## src/rtl/oled_glyph_blit.sv

```systemverilog
// rtl/oled_glyph_blit.sv - glyph renderer merging font ROM columns into a page-mode OLED framebuffer
// Fetches one glyph column at a time, then read-modify-writes every framebuffer page it overlaps.
module oled_glyph_blit #(
  parameter int DISP_W     = 128,
  parameter int DISP_H     = 64,
  parameter int GLYPH_W    = 8,
  parameter int GLYPH_H    = 16,
  parameter int FIRST_CHAR = 33,
  parameter int NUM_CHARS  = 94,
  parameter int ROM_AW     = 12,
  parameter int ROM_LAT    = 2,
  parameter int FB_LAT     = 1
) (
  input  logic                                 clk,
  input  logic                                 rst_n,
  input  logic                                 start,
  input  logic [7:0]                           ascii,
  input  logic [$clog2(DISP_W)-1:0]            x,
  input  logic [$clog2(DISP_H)-1:0]            y,
  input  logic                                 opaque,
  input  logic                                 invert,
  output logic                                 busy,
  output logic                                 done,
  output logic [ROM_AW-1:0]                    rom_addr,
  input  logic [7:0]                           rom_data,
  output logic [$clog2(DISP_W*DISP_H/8)-1:0]   fb_addr,
  output logic                                 fb_rd_en,
  input  logic [7:0]                           fb_rd_data,
  output logic                                 fb_wr_en,
  output logic [7:0]                           fb_wr_data
);
  localparam int XW    = $clog2(DISP_W);
  localparam int YW    = $clog2(DISP_H);
  localparam int AW    = $clog2(DISP_W*DISP_H/8);
  localparam int RW    = YW + 1;
  localparam int PGW   = RW - 3;
  localparam int BPC   = (GLYPH_H + 7) / 8;
  localparam int CW    = $clog2(GLYPH_W) + 1;
  localparam int PAGES = DISP_H / 8;
  localparam logic [8:0]     CH_LO  = 9'(FIRST_CHAR);
  localparam logic [8:0]     CH_HI  = 9'(FIRST_CHAR + NUM_CHARS - 1);
  localparam logic [XW:0]    W_LIM  = (XW+1)'(DISP_W);
  localparam logic [YW:0]    H_LIM  = (YW+1)'(DISP_H);
  localparam logic [PGW-1:0] PG_MAX = PGW'(PAGES - 1);

  typedef enum logic [3:0] {
    S_IDLE, S_ROM_REQ, S_ROM_WAIT, S_ROM_CAP, S_PG_RD, S_PG_WAIT, S_PG_WR, S_NEXT_COL, S_DONE
  } state_t;

  state_t             r_state, w_state_nxt;
  logic               r_blank, r_opaque, r_invert;
  logic [7:0]         r_idx, r_wcnt, r_old;
  logic [RW-1:0]      r_y;
  logic [XW:0]        r_xc;
  logic [CW-1:0]      r_col;
  logic [1:0]         r_byte;
  logic [GLYPH_H-1:0] r_gcol;
  logic [PGW-1:0]     r_page, r_pg_last;

  logic               w_in_range, w_off_screen, w_last_col;
  logic [RW-1:0]      w_row_last, w_row;
  logic [PGW-1:0]     w_pg_last, w_pg_first;
  logic [XW:0]        w_xn;
  logic [4:0]         w_sh;
  logic [7:0]         w_rev, w_mask, w_gbits, w_merged;
  logic [31:0]        w_gpad;
  logic [ROM_AW-1:0]  w_rom_addr;
  logic [AW-1:0]      w_fb_addr;

  assign w_in_range   = ({1'b0, ascii} >= CH_LO) && ({1'b0, ascii} <= CH_HI);
  assign w_off_screen = ({1'b0, x} >= W_LIM) || ({1'b0, y} >= H_LIM);
  assign w_row_last   = {1'b0, y} + RW'(GLYPH_H - 1);
  assign w_pg_last    = (PGW'(w_row_last >> 3) > PG_MAX) ? PG_MAX : PGW'(w_row_last >> 3);
  assign w_pg_first   = PGW'(r_y >> 3);
  assign w_xn         = r_xc + (XW+1)'(1);
  assign w_last_col   = (r_col == CW'(GLYPH_W - 1)) || (w_xn >= W_LIM);
  assign w_sh         = {r_byte, 3'b000};
  assign w_gpad       = 32'(r_gcol);
  assign w_rom_addr   = ROM_AW'(32'(r_idx) * GLYPH_W * BPC + 32'(r_col) * BPC + 32'(r_byte));
  assign w_fb_addr    = AW'(32'(r_page) * DISP_W + 32'(r_xc));

  always_ff @(posedge clk or negedge rst_n) begin
    if (!rst_n) r_state <= S_IDLE;
    else        r_state <= w_state_nxt;
  end

  always_comb begin
    w_state_nxt = r_state;
    case (r_state)
      S_IDLE:     if (start) w_state_nxt = w_off_screen ? S_DONE : (w_in_range ? S_ROM_REQ : S_PG_RD);
      S_ROM_REQ:  w_state_nxt = (ROM_LAT > 1) ? S_ROM_WAIT : S_ROM_CAP;
      S_ROM_WAIT: if (r_wcnt == 8'(ROM_LAT - 2)) w_state_nxt = S_ROM_CAP;
      S_ROM_CAP:  w_state_nxt = (r_byte == 2'(BPC - 1)) ? S_PG_RD : S_ROM_REQ;
      S_PG_RD:    w_state_nxt = S_PG_WAIT;
      S_PG_WAIT:  if (r_wcnt == 8'(FB_LAT - 1)) w_state_nxt = S_PG_WR;
      S_PG_WR:    w_state_nxt = (r_page == r_pg_last) ? S_NEXT_COL : S_PG_RD;
      S_NEXT_COL: w_state_nxt = w_last_col ? S_DONE : (r_blank ? S_PG_RD : S_ROM_REQ);
      S_DONE:     w_state_nxt = S_IDLE;
      default:    w_state_nxt = S_IDLE;
    endcase
  end

  always_comb begin
    w_rev = '0;
    for (int i = 0; i < 8; i++) w_rev[i] = rom_data[7-i];
  end

  // Byte bit b of the current page holds display row page*8 + (7-b); only glyph-box rows are touched.
  always_comb begin
    w_mask  = '0;
    w_gbits = '0;
    w_row   = '0;
    for (int b = 0; b < 8; b++) begin
      w_row = {r_page, 3'b000} + RW'(7 - b);
      if ((w_row >= r_y) && (w_row < r_y + RW'(GLYPH_H))) begin
        w_mask[b]  = 1'b1;
        w_gbits[b] = w_gpad[5'(w_row - r_y)] ^ r_invert;
      end
    end
    w_merged = r_opaque ? ((r_old & ~w_mask) | w_gbits) : (r_old | w_gbits);
  end

  always_ff @(posedge clk or negedge rst_n) begin
    if (!rst_n) begin
      r_blank   <= 1'b0;
      r_opaque  <= 1'b0;
      r_invert  <= 1'b0;
      r_idx     <= '0;
      r_wcnt    <= '0;
      r_old     <= '0;
      r_y       <= '0;
      r_xc      <= '0;
      r_col     <= '0;
      r_byte    <= '0;
      r_gcol    <= '0;
      r_page    <= '0;
      r_pg_last <= '0;
    end else begin
      case (r_state)
        S_IDLE: if (start) begin
          r_blank   <= !w_in_range;
          r_opaque  <= opaque;
          r_invert  <= invert;
          r_idx     <= ascii - CH_LO[7:0];
          r_y       <= {1'b0, y};
          r_xc      <= {1'b0, x};
          r_col     <= '0;
          r_byte    <= '0;
          r_gcol    <= '0;
          r_page    <= PGW'(y >> 3);
          r_pg_last <= w_pg_last;
        end
        S_ROM_REQ:  r_wcnt <= '0;
        S_ROM_WAIT: r_wcnt <= r_wcnt + 8'd1;
        S_ROM_CAP: begin
          r_gcol <= GLYPH_H'((w_gpad & ~(32'hFF << w_sh)) | ({24'd0, w_rev} << w_sh));
          r_byte <= (r_byte == 2'(BPC - 1)) ? 2'd0 : r_byte + 2'd1;
        end
        S_PG_RD:    r_wcnt <= '0;
        S_PG_WAIT: begin
          r_wcnt <= r_wcnt + 8'd1;
          if (r_wcnt == 8'(FB_LAT - 1)) r_old <= fb_rd_data;
        end
        S_PG_WR:    if (r_page != r_pg_last) r_page <= r_page + PGW'(1);
        S_NEXT_COL: if (!w_last_col) begin
          r_col  <= r_col + CW'(1);
          r_xc   <= w_xn;
          r_page <= w_pg_first;
        end
        default: ;
      endcase
    end
  end

  always_comb begin
    busy       = (r_state != S_IDLE);
    done       = (r_state == S_DONE);
    fb_rd_en   = (r_state == S_PG_RD);
    fb_wr_en   = (r_state == S_PG_WR);
    rom_addr   = (r_state == S_ROM_REQ || r_state == S_ROM_WAIT || r_state == S_ROM_CAP) ? w_rom_addr : '0;
    fb_addr    = (r_state == S_PG_RD || r_state == S_PG_WAIT || r_state == S_PG_WR) ? w_fb_addr : '0;
    fb_wr_data = (r_state == S_PG_WR) ? w_merged : '0;
  end
endmodule

```

## config.mk

```make
export PLATFORM = sky130hd
export DESIGN_NAME = oled_glyph_blit
export DESIGN_NICKNAME = d
export VERILOG_FILES = /design/src/rtl/oled_glyph_blit.sv
export SDC_FILE = /design/constraint.sdc
export NUM_CORES = 1
export LEC_CHECK = 0
export BUFFER_PORTS_ARGS = -buffer_cell sky130_fd_sc_hd__clkbuf_2
export CORE_MARGIN = 5
export CORE_UTILIZATION = 46
export DETAILED_ROUTE_END_ITERATION = 7
export PLACE_DENSITY = 0.66
export SYNTH_ARGS = -nofsm -noshare
export SYNTH_HDL_FRONTEND = slang
export SYNTH_SLANG_ARGS = --single-unit
```

## constraint.sdc

```tcl
create_clock -name clk -period 3.9 [get_ports clk]
set_input_delay 0.39 -clock clk [delete_from_list [all_inputs] [get_ports clk]]
set_output_delay 0.39 -clock clk [all_outputs]
set_load 0.005 [all_outputs]
```

# == Word-level counts from Yosys, hierarchy flattened ==
# Cells that the tools add are included.
# classes
add_sub_neg,26
order_cmp,28
eq_ne,17
n_shift,2
n_mux,62
n_bitwise,15
reduce_logical,30
# ops
op,n
$ge A7 B6 Y1,8
$lt A7 B7 Y1,8
$lt A5 B6 Y1 const B,8
$bmux W1 S5,8
$mux W4,10
$sub A5 B5 Y5,8
$mux W8,4
$pmux W16 S2,1
$pmux W4 S8,1
$pmux W8 S2,2
$add A7 B3 Y7 const B,4
$mux W1,24
$eq A4 B3 Y1 const B,5
$add A8 B1 Y8 const B,2
$and A16 B16 Y16,1
$mux W16,1
$not A16 Y16,1
$or A16 B16 Y16,1
$or A8 B8 Y8,2
$shl A8 B5 Y16,1
$shl A8 B5 Y16 const A,1
$add A7 B2 Y7 const B,2
$add A12 B2 Y12,1
$add A12 B5 Y12,1
41 further kinds,75
# totals
ff_bits,75
wordCells,194

# == Longest topological paths before layout ==
# Gate-level depths: netlist of the first run.
# depth
depth_word,9
depth_mapped,11
depth_no_buf,9

# == Worst setup path before layout of the first run ==
# OpenSTA, ideal clock, no wires.
# synth_path
kind,flip-flop to output port
start,register r_y[1]
end,output port fb_wr_data[3]
arrival_ns,2.746
path_slack_ns,0.764
path_stages_with_launch,9
n_path_buf,2
path_cell_list,dfrtp_1 > clkbuf_1 > inv_1 > ha_1 > buf_2 > mux4_2 > mux4_2 > a211oi_1 > nand3b_1
# synth_between
elab_chain_cells,9
elab_cells_between_ends,16
cone_classes,2 x add/sub; 2 x order compare; 6 x mux; 5 x bitwise; 1 x reduce/logical
# synth_rtl
element,line,text
start: declaration,53,logic [RW-1:0] r_y;
start signal: assignment,145,"r_y <= {1'b0, y};"
$add A6 B5 Y7,115,if ((w_row >= r_y) && (w_row < r_y + RW'(GLYPH_H))) begin
$lt A7 B7 Y1,115,
$logic_and A1 B1 Y1,115,
$mux W1,115,
$not A8 Y8,120,w_merged = r_opaque ? ((r_old & ~w_mask) | w_gbits) : (r_old | w_gbits);
$and A8 B8 Y8,120,
$or A8 B8 Y8,120,
$mux W8 *,120,
$mux W8 *,182,fb_wr_data = (r_state == S_PG_WR) ? w_merged : '0;
end: declaration,30,output logic [7:0] fb_wr_data
# Every way passes the cells marked *; elsewhere a longest branch is shown, timed or not. The select of a mux whose other input is x is not followed.

# == Worst setup path after layout of the first run ==
# layout_path
start,register r_y[2]
end,output port fb_wr_data[7]
# Same word-level chain as after synthesis.

==> run metrics, run 1 <==
leakage power ~2.9 nW; Internal Dissipation between 1 and 1.5 mW; met2 wire length between 6 and 7 mm; net switching power approximately 0.39 mW; effective utilization at floorplan 46.4%; Placer Congestion 0.978; standard cell area after detailed placement 6320 µm²; type of destination of the critical path output port; number of violations of the max-capacitance limit 0; worst slack, placed 813 ps; postcts setup bufs 0; share of final-layout standard cells stronger than drive strength 1 between 10% and 20%; Largest stage delay, worst path 540 ps; vias in the first global route a little under 5000; CP Class flip-flop to output port; total instance count after detailed placement ~870; Final Max Slew Viols 0; buffer cell driving the clock tree root sky130_fd_sc_hd__clkbuf_16; area enclosed by the die boundary about 15000 µm²; transition time of the tightest slew-check pin about 1000 ps; NumNets Final 790; ys async rst share between 90% and 100%; Antenna Nets Post-Route 0; Reg2Reg Setup Slack between 1000 and 1500 ps; Syn Area/Cell approximately 8.9 µm²; quantity of gates resized following cts 0; relative area change from synthesis to final layout 14.2%; capturing element of the worst setup path fb_wr_data[7]; pin count of the biggest net entering global routing 76; area of the core between 10000 and 15000 µm²; Req. time, crit path between 3000 and 4000 ps; worst min path class input port to asynchronous set/reset pin; crit path launch r_y[2]; combinational share of power 4.5%; count of boundary I/O pins 76; post-detailed-routing wire length between 10 and 15 mm; portion of total power attributed to the clock network about half; CTS sink cnt 75; setup TNS after final layout 0 ps; met3 WL ~900 µm; number of antenna violations at the first check in global routing 0; critical register-to-register path startpoint r_state[3]; Sequential Power Share between 40% and 50%; remaining design rule violation count 0; Die Width about 120 µm; Pwr Total around 1.8 mW; ANT cells 0; CTS Buffer Depth 2; Metal-1 WL 7.03 mm; crit path DAT 3110 ps; count of flip-flops with a built-in enable after synthesis 0; count of input and output buffers between 70 and 80; total half-perimeter wirelength after legalization and detailed placement about 11 mm; clock insertion delay at the later pin of the skew report around 340 ps; setup ws final 403 ps; syn_nets ~730; Layout Skew slightly above 5 ps; area of the mapped netlist about 5800 µm²; uppermost routed layer met4; Warnings, synthesis 0; average via count per standard cell about 5.8; number of H-tree levels 3; cell depth of the worst setup path 9; global-route wire length before repair approximately 25 mm; post-cts hold buffer count 0; PwrDens around 260 nW/µm²; row count between 40 and 50; CP Max Fanout 10; number of standard cells after synthesis 651; non-filler cells in the finished layout 889; Global Route Usage Sum 21.0%; Max-slew headroom about a third; TritonCTS clock tree done; Sw Share between 20% and 30%; status complete, no violations; synthesized flop and latch total 75; Worst setup SP type flip-flop; total clock buffers created by CTS 9; number of buffer and inverter instances along the worst setup path 2; clock edge transition at the registers on the reported setup and hold paths ~60 ps; distinct cell type count after synthesis 66; Via Count between 5000 and 6000; unrepaired setup endpoints after global routing no; number of DRC markers in iteration 0 ~330; final period utilization 89.7%; number of optimization iterations in the first detailed-route pass 5; Setup Viol. Count Final 0; terminus of the critical flop-to-flop path r_page[3]; final standard cell area without fillers about 6600 µm²; post-DR wirelength/cell between 15 and 20 µm; CP delay by family, top multiplexers; Max IR drop VDD roughly 0.17 mV; cell depth of the worst flop-to-flop path 7; min Tclk post-route roughly 3500 ps; ys flop type sky130_fd_sc_hd__dfrtp_1; crit path max-delay cell type sky130_fd_sc_hd__mux4_2; share of the yosys chip area belonging to registers between 30% and 40%; Die Span Y around 120 µm; maximum clock frequency 0.286 GHz; Hold Vio Cnt, Final 0; ordered list of cells on the worst path inv_1, ha_1, nor2b_1, xor2_1, mux4_2, nand2_1, xnor2_1, a31o_1, clkbuf_2; GR Overflow Total 0
through the flow:
| step | util, % | hold WS, ps |
|---|---|---|
| finish | 53.0 | 174 |
| global route | 53.0 | 274 |
| global placement | 50.5 | 480 |
| floorplan | - | 94.4 |
| CTS | 53.0 | 252 |
| detailed placement | 50.5 | 491 |
layout make-up:
| cell class | instances | area, µm² |
|---|---|---|
| Multi-Input combinational cell | 511 | 3670 |
| Sequential cell | 75 | 1880 |
| Fill cell | 1180 | 5880 |
| Inverter | 33 | 124 |
| Timing Repair Buffer | 83 | 438 |
| Tap cell | 172 | 215 |
| Clock inverter | 3 | 46.3 |
| Clock buffer | 12 | 267 |
flip-flops by register name (all words and copies together), names as in the netlist:
| signal | count |
|---|---|
| r_blank | 1 |
| r_idx | 8 |
| r_invert | 1 |
| r_y | 6 |
| r_xc | 8 |
| r_opaque | 1 |
| r_byte | 2 |
| r_state | 4 |
| r_gcol | 16 |
| r_page | 4 |
| r_col | 4 |
| r_pg_last | 4 |
| r_wcnt | 8 |
| r_old | 8 |
layer usage:
metal	global-route usage [%]	vias up
met4	5.95	0
met2	32.3	160
li1	-	2471
met5	0	-
met3	4.10	18
met1	30.2	2470
power groups by stage:
stage / sequential (mW) / clock [mW] / combinational, mW
after detailed placement: 0.806 / 0 / 0.0799
after floorplan: 0.804 / 0 / 0.0268
after CTS: 0.791 / 0.900 / 0.0802
after global routing: 0.792 / 0.934 / 0.0898
final: 0.792 / 0.888 / 0.0784
after global placement: 0.805 / 0 / 0.0769
cells in the mapped netlist, drive strengths merged, types with 13 or more instances:
master  instances  area share (%)
nand2          90             5.8
nor2b          13             1.5
o21ai          65             5.6
ha             32             6.9
xor2           24             3.6
xnor2          21             3.2
mux4           23             9.0
and3           17             1.8
inv            33             2.1
nand3          24             2.1
nor2           36             2.4
a21oi          39             3.4
clkbuf         23             1.5
nor3           13             1.1
dfrtp          75              32
logic make-up (layout without fill, tap and decap cells):
logic type / Yosys count / count (layout) / synth area share, %
DFF: 75 / 75 / 32.3
xor gates and xnor gates: 45 / 45 / 6.78
and+or+nand+nor: 234 / 234 / 19.9
AOI/OAI and AO/OA: 162 / 162 / 17.3
adders and majority gates: 35 / 35 / 7.93
muxes: 35 / 35 / 11.3
buffers and inverters: 65 / 131 / 4.57
cell usage in the layout (no fill, tap or decap), types with 17 or more instances in the layout:
cell,Yosys,layout
sky130_fd_sc_hd__a21oi_1,38,38
sky130_fd_sc_hd__and3_1,17,17
sky130_fd_sc_hd__clkbuf_2,0,74
sky130_fd_sc_hd__dfrtp_1,75,75
sky130_fd_sc_hd__ha_1,32,32
sky130_fd_sc_hd__inv_1,32,32
sky130_fd_sc_hd__mux4_2,21,21
sky130_fd_sc_hd__nand2_1,90,90
sky130_fd_sc_hd__nand3_1,24,24
sky130_fd_sc_hd__nor2_1,35,35
sky130_fd_sc_hd__o21ai_0,63,63
sky130_fd_sc_hd__xnor2_1,21,21
sky130_fd_sc_hd__xor2_1,24,24
worst min-delay path by stage:
| stage | startpoint | to | slack (ps) | cells past startpoint |
|---|---|---|---|---|
| floorplan | rst_n | r_blank | 90 | 0 |
| global placement | r_idx[0] | r_idx[0] | 480 | 2 |
| detailed placement | r_pg_last[3] | r_pg_last[3] | 490 | 1 |
| CTS | rst_n | r_wcnt[0] | 250 | 1 |
| global route | fb_rd_data[2] | r_old[2] | 270 | 2 |
| finish | rst_n | r_wcnt[1] | 170 | 1 |
Power figures use the tool's default switching activity.
==> run 2, diff against run 1 <==
CORE_MARGIN = 2   (was 5)
==> run metrics, run 2 (synthesis results as in run 1) <==
post-DR wirelength/cell 16.8 µm (-0.27%); Via Count 5133 (+0.27%); clock insertion delay at the later pin of the skew report 340 ps (about the same); TritonCTS clock tree done; CTS Buffer Depth 2 (unchanged); buffer cell driving the clock tree root sky130_fd_sc_hd__clkbuf_16; unrepaired setup endpoints after global routing no; CTS sink cnt 75 (unchanged); Die Span Y 116 µm (-4.9%); area of the core 12500 µm² (-0.41%); ANT cells 0 (unchanged); Max-slew headroom 36.2% (+2.3 points); leakage power 2.95 nW (+0.23%); final period utilization 89.2% (-0.47 points); Setup Viol. Count Final 0 (unchanged); PwrDens 263 nW/µm² (-0.66%); most common cell after layout, fill and taps aside sky130_fd_sc_hd__nand2_1; worst min path class input port to asynchronous set/reset pin; relative area change from synthesis to final layout 14.3%; setup TNS after final layout 0 ps (unchanged); number of violations of the max-capacitance limit 0 (unchanged); total half-perimeter wirelength after legalization and detailed placement 11.1 mm (+0.49%); Global Route Usage Sum 23.4% (+2.5 points); row count 41 (unchanged); min Tclk post-route 3480 ps (-18.3 ps); type of destination of the critical path output port; maximum clock frequency 0.287 GHz (+0.53%); CP Max Fanout 10 (unchanged); most used cells in the layout excluding fill and tap cells sky130_fd_sc_hd__nand2_1, sky130_fd_sc_hd__dfrtp_1, sky130_fd_sc_hd__clkbuf_2, sky130_fd_sc_hd__o21ai_0, sky130_fd_sc_hd__a21oi_1; Worst setup SP type flip-flop; quantity of gates resized following cts 0 (unchanged); area enclosed by the die boundary 13500 µm² (-9.6%); postcts setup bufs 0 (unchanged); average via count per standard cell 5.76 (about the same); GR Overflow Total 0 (unchanged); status complete, no violations; count of boundary I/O pins 76 (unchanged); CP Class flip-flop to output port; number of H-tree levels 3 (unchanged); worst hold slack 193 ps (+19.8 ps); Max IR drop VDD 0.270 mV (+57%); remaining design rule violation count 0 (unchanged); cell depth of the worst flop-to-flop path 7 (unchanged); Biggest register r_gcol; Antenna Nets Post-Route 0 (unchanged); number of DRC markers in iteration 0 326 (-0.31%); number of antenna violations at the first check in global routing 0 (unchanged); crit path DAT 3090 ps (-20 ps); pin count of the biggest net entering global routing 76 (unchanged); transition time of the tightest slew-check pin 957 ps (-34.8 ps); share of final-layout standard cells stronger than drive strength 1 18.9% (+0.23 points); post-detailed-routing wire length 15.0 mm (about the same); vias in the first global route 4870 (-1.6%); Layout Skew 7.14 ps (+2.02 ps); total clock buffers created by CTS 9 (unchanged); Hold Vio Cnt, Final 0 (unchanged); Die Width 116 µm (-4.9%); global-route wire length before repair 25.0 mm (-0.91%); Placer Congestion 1.01 (+3.6%); effective utilization at floorplan 46.6% (+0.19 points); post-cts hold buffer count 0 (unchanged); NumNets Final 791 (+0.13%); number of flip-flops in the largest register 16 (unchanged); Final Max Slew Viols 0 (unchanged); clock edge transition at the registers on the reported setup and hold paths 60 ps (about the same); count of input and output buffers 75 (unchanged); Req. time, crit path 3510 ps (about the same); number of optimization iterations in the first detailed-route pass 5 (unchanged)
-- run 2: cell types whose count changed in the layout (fill, tap and decap cells not counted), sizes merged --
cell and delta:
buf +1, clkinv +1, clkbuf -1, inv +1
-- run 2: final timing paths --
kind | start | to | slack, ps
max | r_y[2] | fb_wr_data[7] | 420
min | rst_n | r_wcnt[1] | 190
max reg2reg | r_state[2] | r_page[3] | 1110
min reg2reg | r_idx[0] | r_idx[0] | 500
max in group asynchronous | rst_n | r_gcol[8] | 3080
min in group clk | opaque | r_opaque | 250
-- run 2: layout make-up --
class / instances / area, µm²
Fill cell: 1157 / 5820
Multi-Input combinational cell: 511 / 3670
Sequential cell: 75 / 1880
Timing Repair Buffer: 84 / 445
Clock buffer: 11 / 253
Tap cell: 172 / 215
Inverter: 33 / 124
Clock inverter: 5 / 60.1
-- run 2: metrics by stage --
step / instance area, µm² / setup slack, ps / power [mW] / std cells / util, %
2_1_floorplan: 5810 / 764 / 0.831 / 651 / -
3_3_place_gp: 6330 / 926 / 0.882 / 875 / 50.8
3_5_place_dp: 6330 / 817 / 0.885 / 875 / 50.8
4_1_cts: 6640 / 421 / 1.77 / 891 / 53.3
5_1_grt: 6640 / 229 / 1.80 / 891 / 53.3
6_report: 6640 / 421 / 1.75 / 891 / 53.3
-- run 2: worst max-delay path, stage by stage (launching register included) --
cell and delay, ps:
sky130_fd_sc_hd__dfrtp_1 510, sky130_fd_sc_hd__inv_1 330, sky130_fd_sc_hd__ha_1 360, sky130_fd_sc_hd__nor2b_1 290, sky130_fd_sc_hd__xor2_1 230, sky130_fd_sc_hd__mux4_2 530
sky130_fd_sc_hd__nand2_1 90, sky130_fd_sc_hd__xnor2_1 120, sky130_fd_sc_hd__a31o_1 170, sky130_fd_sc_hd__clkbuf_2 110
-- run 2: power by group --
part           switching, mW  total [mW]  internal (mW)  leakage [nW]
logic                 0.0436      0.0770         0.0333          1.84
clock network          0.346       0.879          0.533         0.152
registers            0.00689       0.792          0.785         0.950
-- run 2: per-layer routing --
layer | GRT usage (%) | vias to the layer above | wire length (µm)
li1 | - | 2482 | -
met1 | 33.1 | 2500 | 7110
met2 | 36.4 | 131 | 6850
met3 | 4.36 | 20 | 758
met4 | 7.86 | 0 | 242
met5 | 0 | - | 0
